## src/rtl/qea_host_pkg.sv

```systemverilog
// qea_host_pkg: shared FSM states, fixed-point one and row-count helper for the QEA host sequencer
package qea_host_pkg;

    typedef enum logic [2:0] {
        IDLE,
        LOAD_CTX,
        INIT,
        START,
        RUN,
        READ
    } state_t;

    localparam int          NUM_FRAC_BIT_DEFAULT = 30;
    localparam logic [63:0] ONE                  = 64'd1 << NUM_FRAC_BIT_DEFAULT;

    // Fixed-point 1.0 for an arbitrary fraction width
    function automatic logic [63:0] one_fx(input int frac_bits);
        return 64'd1 << frac_bits;
    endfunction

    // STATE RAM rows holding 2^qbit amplitudes at 2^pe_num_width per row; 0 means too few qubits
    function automatic logic [63:0] row_count(input int qbit, input int pe_num_width);
        return (qbit > pe_num_width && qbit - pe_num_width < 64) ? 64'd1 << (qbit - pe_num_width) : 64'd0;
    endfunction

endpackage

```

## src/rtl/qea_readout_fifo.sv

```systemverilog
// qea_readout_fifo: synchronous FIFO carrying a data row plus last-row flag, with full/empty/free status
module qea_readout_fifo #(
    parameter int WIDTH = 256,
    parameter int DEPTH = 4
) (
    input  logic                     clk,
    input  logic                     rst_n,
    input  logic                     i_push,
    input  logic [WIDTH-1:0]         i_din,
    input  logic                     i_last,
    input  logic                     i_pop,
    output logic [WIDTH-1:0]         o_dout,
    output logic                     o_last,
    output logic                     o_full,
    output logic                     o_empty,
    output logic [$clog2(DEPTH):0]   o_free
);

    localparam int AW = $clog2(DEPTH);

    logic [WIDTH:0] r_mem [DEPTH];
    logic [AW:0]    r_wr_ptr;
    logic [AW:0]    r_rd_ptr;
    logic [AW:0]    w_count;
    logic           w_push;
    logic           w_pop;

    assign w_count = r_wr_ptr - r_rd_ptr;
    assign o_empty = w_count == '0;
    assign o_full  = w_count == (AW+1)'(DEPTH);
    assign o_free  = (AW+1)'(DEPTH) - w_count;
    assign w_pop   = i_pop && !o_empty;
    assign w_push  = i_push && (!o_full || w_pop);

    // Head entry is forced to zero when empty so the outputs read 0 out of reset
    assign {o_last, o_dout} = o_empty ? '0 : r_mem[r_rd_ptr[AW-1:0]];

    // Storage array, written on accepted push
    always_ff @(posedge clk) begin
        if (w_push) r_mem[r_wr_ptr[AW-1:0]] <= {i_last, i_din};
    end

    // Read/write pointers with one extra wrap bit to tell full from empty
    always_ff @(posedge clk or negedge rst_n) begin
        if (!rst_n) begin
            r_wr_ptr <= '0;
            r_rd_ptr <= '0;
        end else begin
            if (w_push) r_wr_ptr <= r_wr_ptr + (AW+1)'(1);
            if (w_pop)  r_rd_ptr <= r_rd_ptr + (AW+1)'(1);
        end
    end

endmodule

```

## src/rtl/qea_host_sequencer.sv

```systemverilog
// qea_host_sequencer: loads CTX RAM, initialises STATE RAM to |0..0>, starts QEA and streams out the final state.
// Optional QEA_CYCLE_COUNT_EN adds o_run_cycles, the START-to-complete cycle count.
module qea_host_sequencer
    import qea_host_pkg::*;
#(
    parameter int PE_NUM_WIDTH            = 2,
    parameter int PE_NUM                  = 4,
    parameter int DATA_WIDTH              = 32,
    parameter int STATE_DATA_WIDTH        = 2*DATA_WIDTH,
    parameter int STATE_ADDR_WIDTH        = 16,
    parameter int GATE_CONTEXT_DATA_WIDTH = 2*DATA_WIDTH,
    parameter int GATE_CONTEXT_ADDR_WIDTH = 16,
    parameter int MAX_QBIT_WIDTH          = 6,
    parameter int NUM_FRAC_BIT            = 30,
    parameter int RD_LATENCY              = 1,
    parameter int OUT_FIFO_DEPTH          = 4
) (
    input  logic                                 clk,
    input  logic                                 rst_n,
    input  logic                                 i_launch,
    input  logic [MAX_QBIT_WIDTH-1:0]            i_qbit_num,
    input  logic [GATE_CONTEXT_ADDR_WIDTH-1:0]   i_ctx_num,
    input  logic                                 i_ctx_valid,
    output logic                                 o_ctx_ready,
    input  logic [GATE_CONTEXT_DATA_WIDTH-1:0]   i_ctx_word,
    output logic                                 o_ctx_en,
    output logic                                 o_ctx_wea,
    output logic [GATE_CONTEXT_ADDR_WIDTH-1:0]   o_ctx_addr,
    output logic [GATE_CONTEXT_DATA_WIDTH-1:0]   o_ctx_data,
    output logic                                 o_state_ena,
    output logic                                 o_state_wea,
    output logic [STATE_ADDR_WIDTH-1:0]          o_state_addra,
    output logic [PE_NUM*STATE_DATA_WIDTH-1:0]   o_state_dina,
    input  logic [PE_NUM*STATE_DATA_WIDTH-1:0]   i_state_dout,
    output logic                                 o_qea_start,
    input  logic                                 i_qea_complete,
    output logic                                 o_amp_valid,
    input  logic                                 i_amp_ready,
    output logic [PE_NUM*STATE_DATA_WIDTH-1:0]   o_amp_data,
    output logic                                 o_amp_last,
    output logic                                 o_busy,
    output logic                                 o_err
`ifdef QEA_CYCLE_COUNT_EN
    ,
    output logic [31:0]                          o_run_cycles
`endif
);

    localparam int ROW_WIDTH  = PE_NUM*STATE_DATA_WIDTH;
    localparam int FREE_WIDTH = $clog2(OUT_FIFO_DEPTH) + 1;

    // |0..0> amplitude: real part 1.0 in the upper half of the top PE slot
    localparam logic [STATE_DATA_WIDTH-1:0] AMP_ONE = STATE_DATA_WIDTH'(DATA_WIDTH'(one_fx(NUM_FRAC_BIT))) << DATA_WIDTH;
    localparam logic [ROW_WIDTH-1:0]        ROW0    = ROW_WIDTH'(AMP_ONE) << (ROW_WIDTH - STATE_DATA_WIDTH);

    state_t                              r_state;
    state_t                              w_next;
    logic [GATE_CONTEXT_ADDR_WIDTH-1:0]  r_ctx_cnt;
    logic [GATE_CONTEXT_ADDR_WIDTH-1:0]  r_ctx_last;
    logic                                r_ctx_en;
    logic [GATE_CONTEXT_ADDR_WIDTH-1:0]  r_ctx_addr;
    logic [GATE_CONTEXT_DATA_WIDTH-1:0]  r_ctx_data;
    logic [STATE_ADDR_WIDTH-1:0]         r_row;
    logic [STATE_ADDR_WIDTH-1:0]         r_last_row;
    logic                                r_rd_all;
    logic [RD_LATENCY-1:0]               r_pipe_v;
    logic [RD_LATENCY-1:0]               r_pipe_last;
    logic                                r_err;
    logic [63:0]                         w_rows;
    logic                                w_fields_ok;
    logic                                w_accept;
    logic                                w_ctx_hs;
    logic                                w_issue;
    logic                                w_issue_last;
    logic                                w_pop;
    logic                                w_fifo_empty;
    logic                                w_fifo_full;
    logic [FREE_WIDTH-1:0]               w_free;
    logic [FREE_WIDTH-1:0]               w_inflight;

    assign w_rows       = row_count(int'(i_qbit_num), PE_NUM_WIDTH);
    assign w_fields_ok  = (w_rows != 64'd0) && (w_rows <= (64'd1 << STATE_ADDR_WIDTH)) && (i_ctx_num != '0);
    assign w_accept     = i_launch && r_state == IDLE;
    assign w_ctx_hs     = i_ctx_valid && o_ctx_ready;
    assign w_issue_last = r_row == r_last_row;
    assign w_issue      = r_state == READ && !r_rd_all && !w_fifo_full && (w_free > w_inflight);
    assign w_pop        = o_amp_valid && i_amp_ready;
    assign o_amp_valid  = !w_fifo_empty;
    assign o_ctx_en     = r_ctx_en;
    assign o_ctx_wea    = r_ctx_en;
    assign o_ctx_addr   = r_ctx_addr;
    assign o_ctx_data   = r_ctx_data;
    assign o_err        = r_err;

    // Reads issued but not yet landed in the FIFO; they already own a slot
    always_comb begin
        w_inflight = '0;
        for (int i = 0; i < RD_LATENCY; i++) w_inflight = w_inflight + FREE_WIDTH'(r_pipe_v[i]);
    end

    // FSM state register
    always_ff @(posedge clk or negedge rst_n) begin
        if (!rst_n) r_state <= IDLE;
        else        r_state <= w_next;
    end

    // FSM next-state logic
    always_comb begin
        w_next = r_state;
        case (r_state)
            IDLE:     if (w_accept && w_fields_ok) w_next = LOAD_CTX;
            LOAD_CTX: if (w_ctx_hs && r_ctx_cnt == r_ctx_last) w_next = INIT;
            INIT:     if (r_row == r_last_row) w_next = START;
            START:    w_next = RUN;
            RUN:      if (i_qea_complete) w_next = READ;
            READ:     if (w_pop && o_amp_last) w_next = IDLE;
            default:  w_next = IDLE;
        endcase
    end

    // FSM outputs: handshakes, RAM port controls and the start pulse
    always_comb begin
        o_ctx_ready   = r_state == LOAD_CTX;
        o_qea_start   = r_state == START;
        o_busy        = r_state != IDLE;
        o_state_wea   = r_state == INIT;
        o_state_ena   = (r_state == INIT) || w_issue;
        o_state_addra = o_state_ena ? r_row : '0;
        o_state_dina  = (r_state == INIT && r_row == '0) ? ROW0 : '0;
    end

    // Run fields, context write register, row counter and read-return pipeline
    always_ff @(posedge clk or negedge rst_n) begin
        if (!rst_n) begin
            r_ctx_cnt   <= '0;
            r_ctx_last  <= '0;
            r_ctx_en    <= 1'b0;
            r_ctx_addr  <= '0;
            r_ctx_data  <= '0;
            r_row       <= '0;
            r_last_row  <= '0;
            r_rd_all    <= 1'b0;
            r_pipe_v    <= '0;
            r_pipe_last <= '0;
            r_err       <= 1'b0;
        end else begin
            r_ctx_en <= w_ctx_hs;
            if (w_ctx_hs) begin
                r_ctx_addr <= r_ctx_cnt;
                r_ctx_data <= i_ctx_word;
                r_ctx_cnt  <= r_ctx_cnt + GATE_CONTEXT_ADDR_WIDTH'(1);
            end
            if (w_accept) begin
                r_err      <= !w_fields_ok;
                r_ctx_cnt  <= '0;
                r_ctx_last <= i_ctx_num - GATE_CONTEXT_ADDR_WIDTH'(1);
                r_last_row <= STATE_ADDR_WIDTH'(w_rows - 64'd1);
                r_row      <= '0;
                r_rd_all   <= 1'b0;
            end
            if (r_state == INIT) r_row <= w_issue_last ? '0 : r_row + STATE_ADDR_WIDTH'(1);
            if (w_issue) begin
                r_row    <= r_row + STATE_ADDR_WIDTH'(1);
                r_rd_all <= w_issue_last;
            end
            r_pipe_v[0]    <= w_issue;
            r_pipe_last[0] <= w_issue && w_issue_last;
            for (int i = 1; i < RD_LATENCY; i++) begin
                r_pipe_v[i]    <= r_pipe_v[i-1];
                r_pipe_last[i] <= r_pipe_last[i-1];
            end
        end
    end

    qea_readout_fifo #(
        .WIDTH (ROW_WIDTH),
        .DEPTH (OUT_FIFO_DEPTH)
    ) u_fifo (
        .clk     (clk),
        .rst_n   (rst_n),
        .i_push  (r_pipe_v[RD_LATENCY-1]),
        .i_din   (i_state_dout),
        .i_last  (r_pipe_last[RD_LATENCY-1]),
        .i_pop   (i_amp_ready),
        .o_dout  (o_amp_data),
        .o_last  (o_amp_last),
        .o_full  (w_fifo_full),
        .o_empty (w_fifo_empty),
        .o_free  (w_free)
    );

`ifdef QEA_CYCLE_COUNT_EN
    logic [31:0] r_run_cycles;

    assign o_run_cycles = r_run_cycles;

    // Counts every RUN cycle, including the one that samples complete; saturates
    always_ff @(posedge clk or negedge rst_n) begin
        if (!rst_n)                                  r_run_cycles <= '0;
        else if (w_accept)                           r_run_cycles <= '0;
        else if (r_state == RUN && r_run_cycles != '1) r_run_cycles <= r_run_cycles + 32'd1;
    end
`endif

endmodule
```

## config.mk

```make
export PLATFORM = sky130hd
export DESIGN_NAME = qea_host_sequencer
export DESIGN_NICKNAME = d
export VERILOG_FILES = /design/src/rtl/qea_host_pkg.sv /design/src/rtl/qea_readout_fifo.sv /design/src/rtl/qea_host_sequencer.sv
export SDC_FILE = /design/constraint.sdc
export NUM_CORES = 2
export LEC_CHECK = 0
export CAP_MARGIN = 20
export CORE_MARGIN = 5
export CORE_UTILIZATION = 35
export CTS_BUF_LIST = sky130_fd_sc_hd__clkbuf_16
export CTS_CLUSTER_SIZE = 20
export DETAILED_ROUTE_END_ITERATION = 10
export PLACE_DENSITY_LB_ADDON = 0.3
export SLEW_MARGIN = 15
export SYNTH_ARGS = -nofsm -noshare
export SYNTH_HDL_FRONTEND = slang
export SYNTH_SLANG_ARGS = --single-unit
```

## constraint.sdc

```tcl
create_clock -name clk -period 9.2 [get_ports clk]
set_input_delay 1.84 -clock clk [delete_from_list [all_inputs] [get_ports clk]]
set_output_delay 1.84 -clock clk [all_outputs]
set_load 0.02 [all_outputs]
```

==> metrics <==
run status finished, final reports clean; die area 0.1462 sq mm; gr usage total between 15 and 20%; cts hold-fix bufs 0; max cap viols 0; final instance area approximately 0.06 sq mm; Net count, final between 3000 and 4000; vias per std cell 4.702; final setup fails 0; CTS max path bufs 3; largest net degree at the start of global routing roughly 140; Synth area leaders edfxtp_1, mux4_2, dfrtp_1; r2r setup slk about 4.2 ns; starting density of the core approximately a third; port buffer count 710; htree depth 4; Cells after Synth 2801; vias in the first global route 26373; fin crit period roughly 7.1 ns; setup ws final between 2 and 2.5 ns; synthesized area about 0.05 sq mm; Rel. slew slack a little under a quarter; worst hold endpoint o_ctx_data[1]$_DFFE_PN0P_; Starting DRT DRC Count roughly 1800; core area roughly 0.14 sq mm; Post-DP Area about 0.057 sq mm; crit path launch u_fifo.r_rd_ptr[0]$_DFFE_PN0P_; reg2reg start u_fifo.r_rd_ptr[0]$_DFFE_PN0P_; Setup crit start kind flip-flop; met3 Use GR under 10%; die width 382.4 microns; most frequent cells after synthesis edfxtp_1, nand2_1, and2_1; Final Hold Fails 0; root buffer cell clkbuf_16; # DRC 0; crit share post-route between 70% and 80%; Post-CTS Setup Bufs 0; register area share after synthesis between 70% and 80%; cell taking the most area after synthesis edfxtp_1; Slew Viols, Final 0; CTS Sinks 1186; RR Endpoint u_fifo.r_mem[3][242]$_DFFE_PP_; met1 GRT Util between 15 and 20%; maximum vdd drop about 0.00031 V; layout cells sized above 1 a little over an eighth; met2 usage between 20% and 30%; Leak around 21 nW; synth unique cells 63; Die H roughly 380 microns; Worst Skew approximately 0.055 ns; # resized after CTS 0; Layout Area Growth over Synthesis 25.67%; Seq cells post-synth 1186; hold depth 2; Synth Flop Type edfxtp_1; hold_sp o_ctx_data[1]$_DFFE_PN0P_; setup TNS 0 ns; Max FO, Critical Path 31; GPL Wtd Cong 0.7954; grt total ovfl 0; Post-synth EDFFs 1028; pwr/cell area ~320 mW/mm^2; count leader, synth edfxtp_1; synthesized area per cell between 15 and 20 sq um; CTS tree done; Fmax 141.5 MHz; first-pass GRT wire length roughly 170000 microns; async set-or-reset flop fraction in the synthesized netlist approximately an eighth; I/O pin total a little under 1000; Skew-Pair Late Insertion Delay between 0.7 and 0.8 ns; Worst Path Class, Setup reg2out; busiest layer in global routing met2; Hold WC Path Type reg2reg; yosys warns 0; DP Wirelength a little under 80000 microns; routed len/inst ~22 microns; share of the synthesized area in the top cell type a little under two thirds; RSZ-0062 raised after global routing false; via count 25605; Post-Place Worst Slack about 2.7 ns; CTS clk-pin slew, worst paths 0.05 ns; FP Rows between 100 and 150; reg2reg path depth 11; Slew @ Worst Pin between 1 and 1.5 ns; CTS Buf Count roughly 130; Antenna Nets Post-Route 0; drt first pass iters 5; CP Capture Type output port; Worst EP arrival around 5.2 ns; antenna violations before repair 65; final wirelength about 120000 microns; required time worst endpoint 7.36 ns
-- placed cells by master (no fill, tap or decap), drive strengths merged, types with 32 or more instances in the layout --
cell / n
clkbuf: 133
clkdlybuf4s50: 709
dfrtp: 158
o21ai: 51
xnor2: 32
nor2: 65
edfxtp: 1028
nand2: 290
inv: 64
mux4: 257
xor2: 49
conb: 255
clkinv: 42
and2: 265
-- worst max-delay path, stage by stage, from the launching register on --
cell             delay (ns)
dfrtp_4                0.90
ha_1                   0.26
inv_1                  0.05
fa_1                   0.48
inv_1                  0.04
ha_1                   0.19
ha_1                   0.29
o311ai_1               0.61
inv_2                  0.20
nor2_1                 0.75
nor2b_1                0.11
clkdlybuf4s50_1        0.59
-- flip-flops by register name (all words and copies together), names as in the netlist --
signal / cells
r_last_row: 16
u_fifo.r_wr_ptr: 3
r_row: 16
o_ctx_en: 1
r_pipe_v: 1
r_state: 3
u_fifo.r_rd_ptr: 3
o_err: 1
u_fifo.r_mem: 1028
r_ctx_last: 16
r_pipe_last: 1
r_rd_all: 1
o_ctx_data: 64
o_ctx_addr: 16
r_ctx_cnt: 16
-- worst max path at each step --
stage	end	slack (ns)	cells after the start
global route	o_state_addra[6]	1.68	11
finish	o_state_addra[15]	2.13	11
CTS	o_state_addra[6]	1.86	11
detailed placement	o_state_addra[6]	2.69	11
global placement	o_state_addra[15]	2.76	11
floorplan	u_fifo.r_mem[3][0]$_DFFE_PP_	2.76	11
-- metrics by stage --
stage                     utilization, %  std cells  hold WS, ns  total power [mW]
after floorplan                        -       3055       0.4506             11.00
after global placement             41.18       5193       0.4570             14.64
after detailed placement           41.18       5193       0.4614             14.65
after CTS                          44.28       5425       0.4763             19.84
after global routing               44.29       5430       0.4874             20.46
final                              44.31       5446       0.4689             19.52
-- cells by family after synthesis --
logic type / count (synthesis) / share of synthesized area [%]
compound gates: 96 / 1.188
fa+ha+maj: 19 / 0.5052
other cells: 1 / 0.007725
buf+inv: 420 / 5.353
xor+xnor: 81 / 1.461
flops: 1186 / 71.73
mux: 260 / 11.99
simple gates: 738 / 7.763
-- routing by layer --
metal	wire [microns]	part of all wire, %	up-vias
li1	-	-	11513
met2	57600	48	888
met3	10380	8.7	210
met4	2562	2.2	54
met5	365	0.31	-
met1	48120	40	12940
-- power by group --
group | internal, mW | leakage (nW) | switching, mW
sequential | 6.09 | 11.2 | 0.216
clock | 2.92 | 2.15 | 2.16
combinational | 3.91 | 7.91 | 4.23
-- cell type report --
cell class / instances / area (sq um)
Fill cell: 12021 / 76660
Sequential cell: 1186 / 34830
Multi-Input combinational cell: 1449 / 12100
Timing Repair Buffer: 738 / 7406
Clock buffer: 133 / 3328
Tap cell: 1794 / 2245
Clock inverter: 99 / 937.1
Inverter: 26 / 102.6
Antenna cell: 21 / 52.55
No activity file was read; power rests on OpenSTA's default activity.
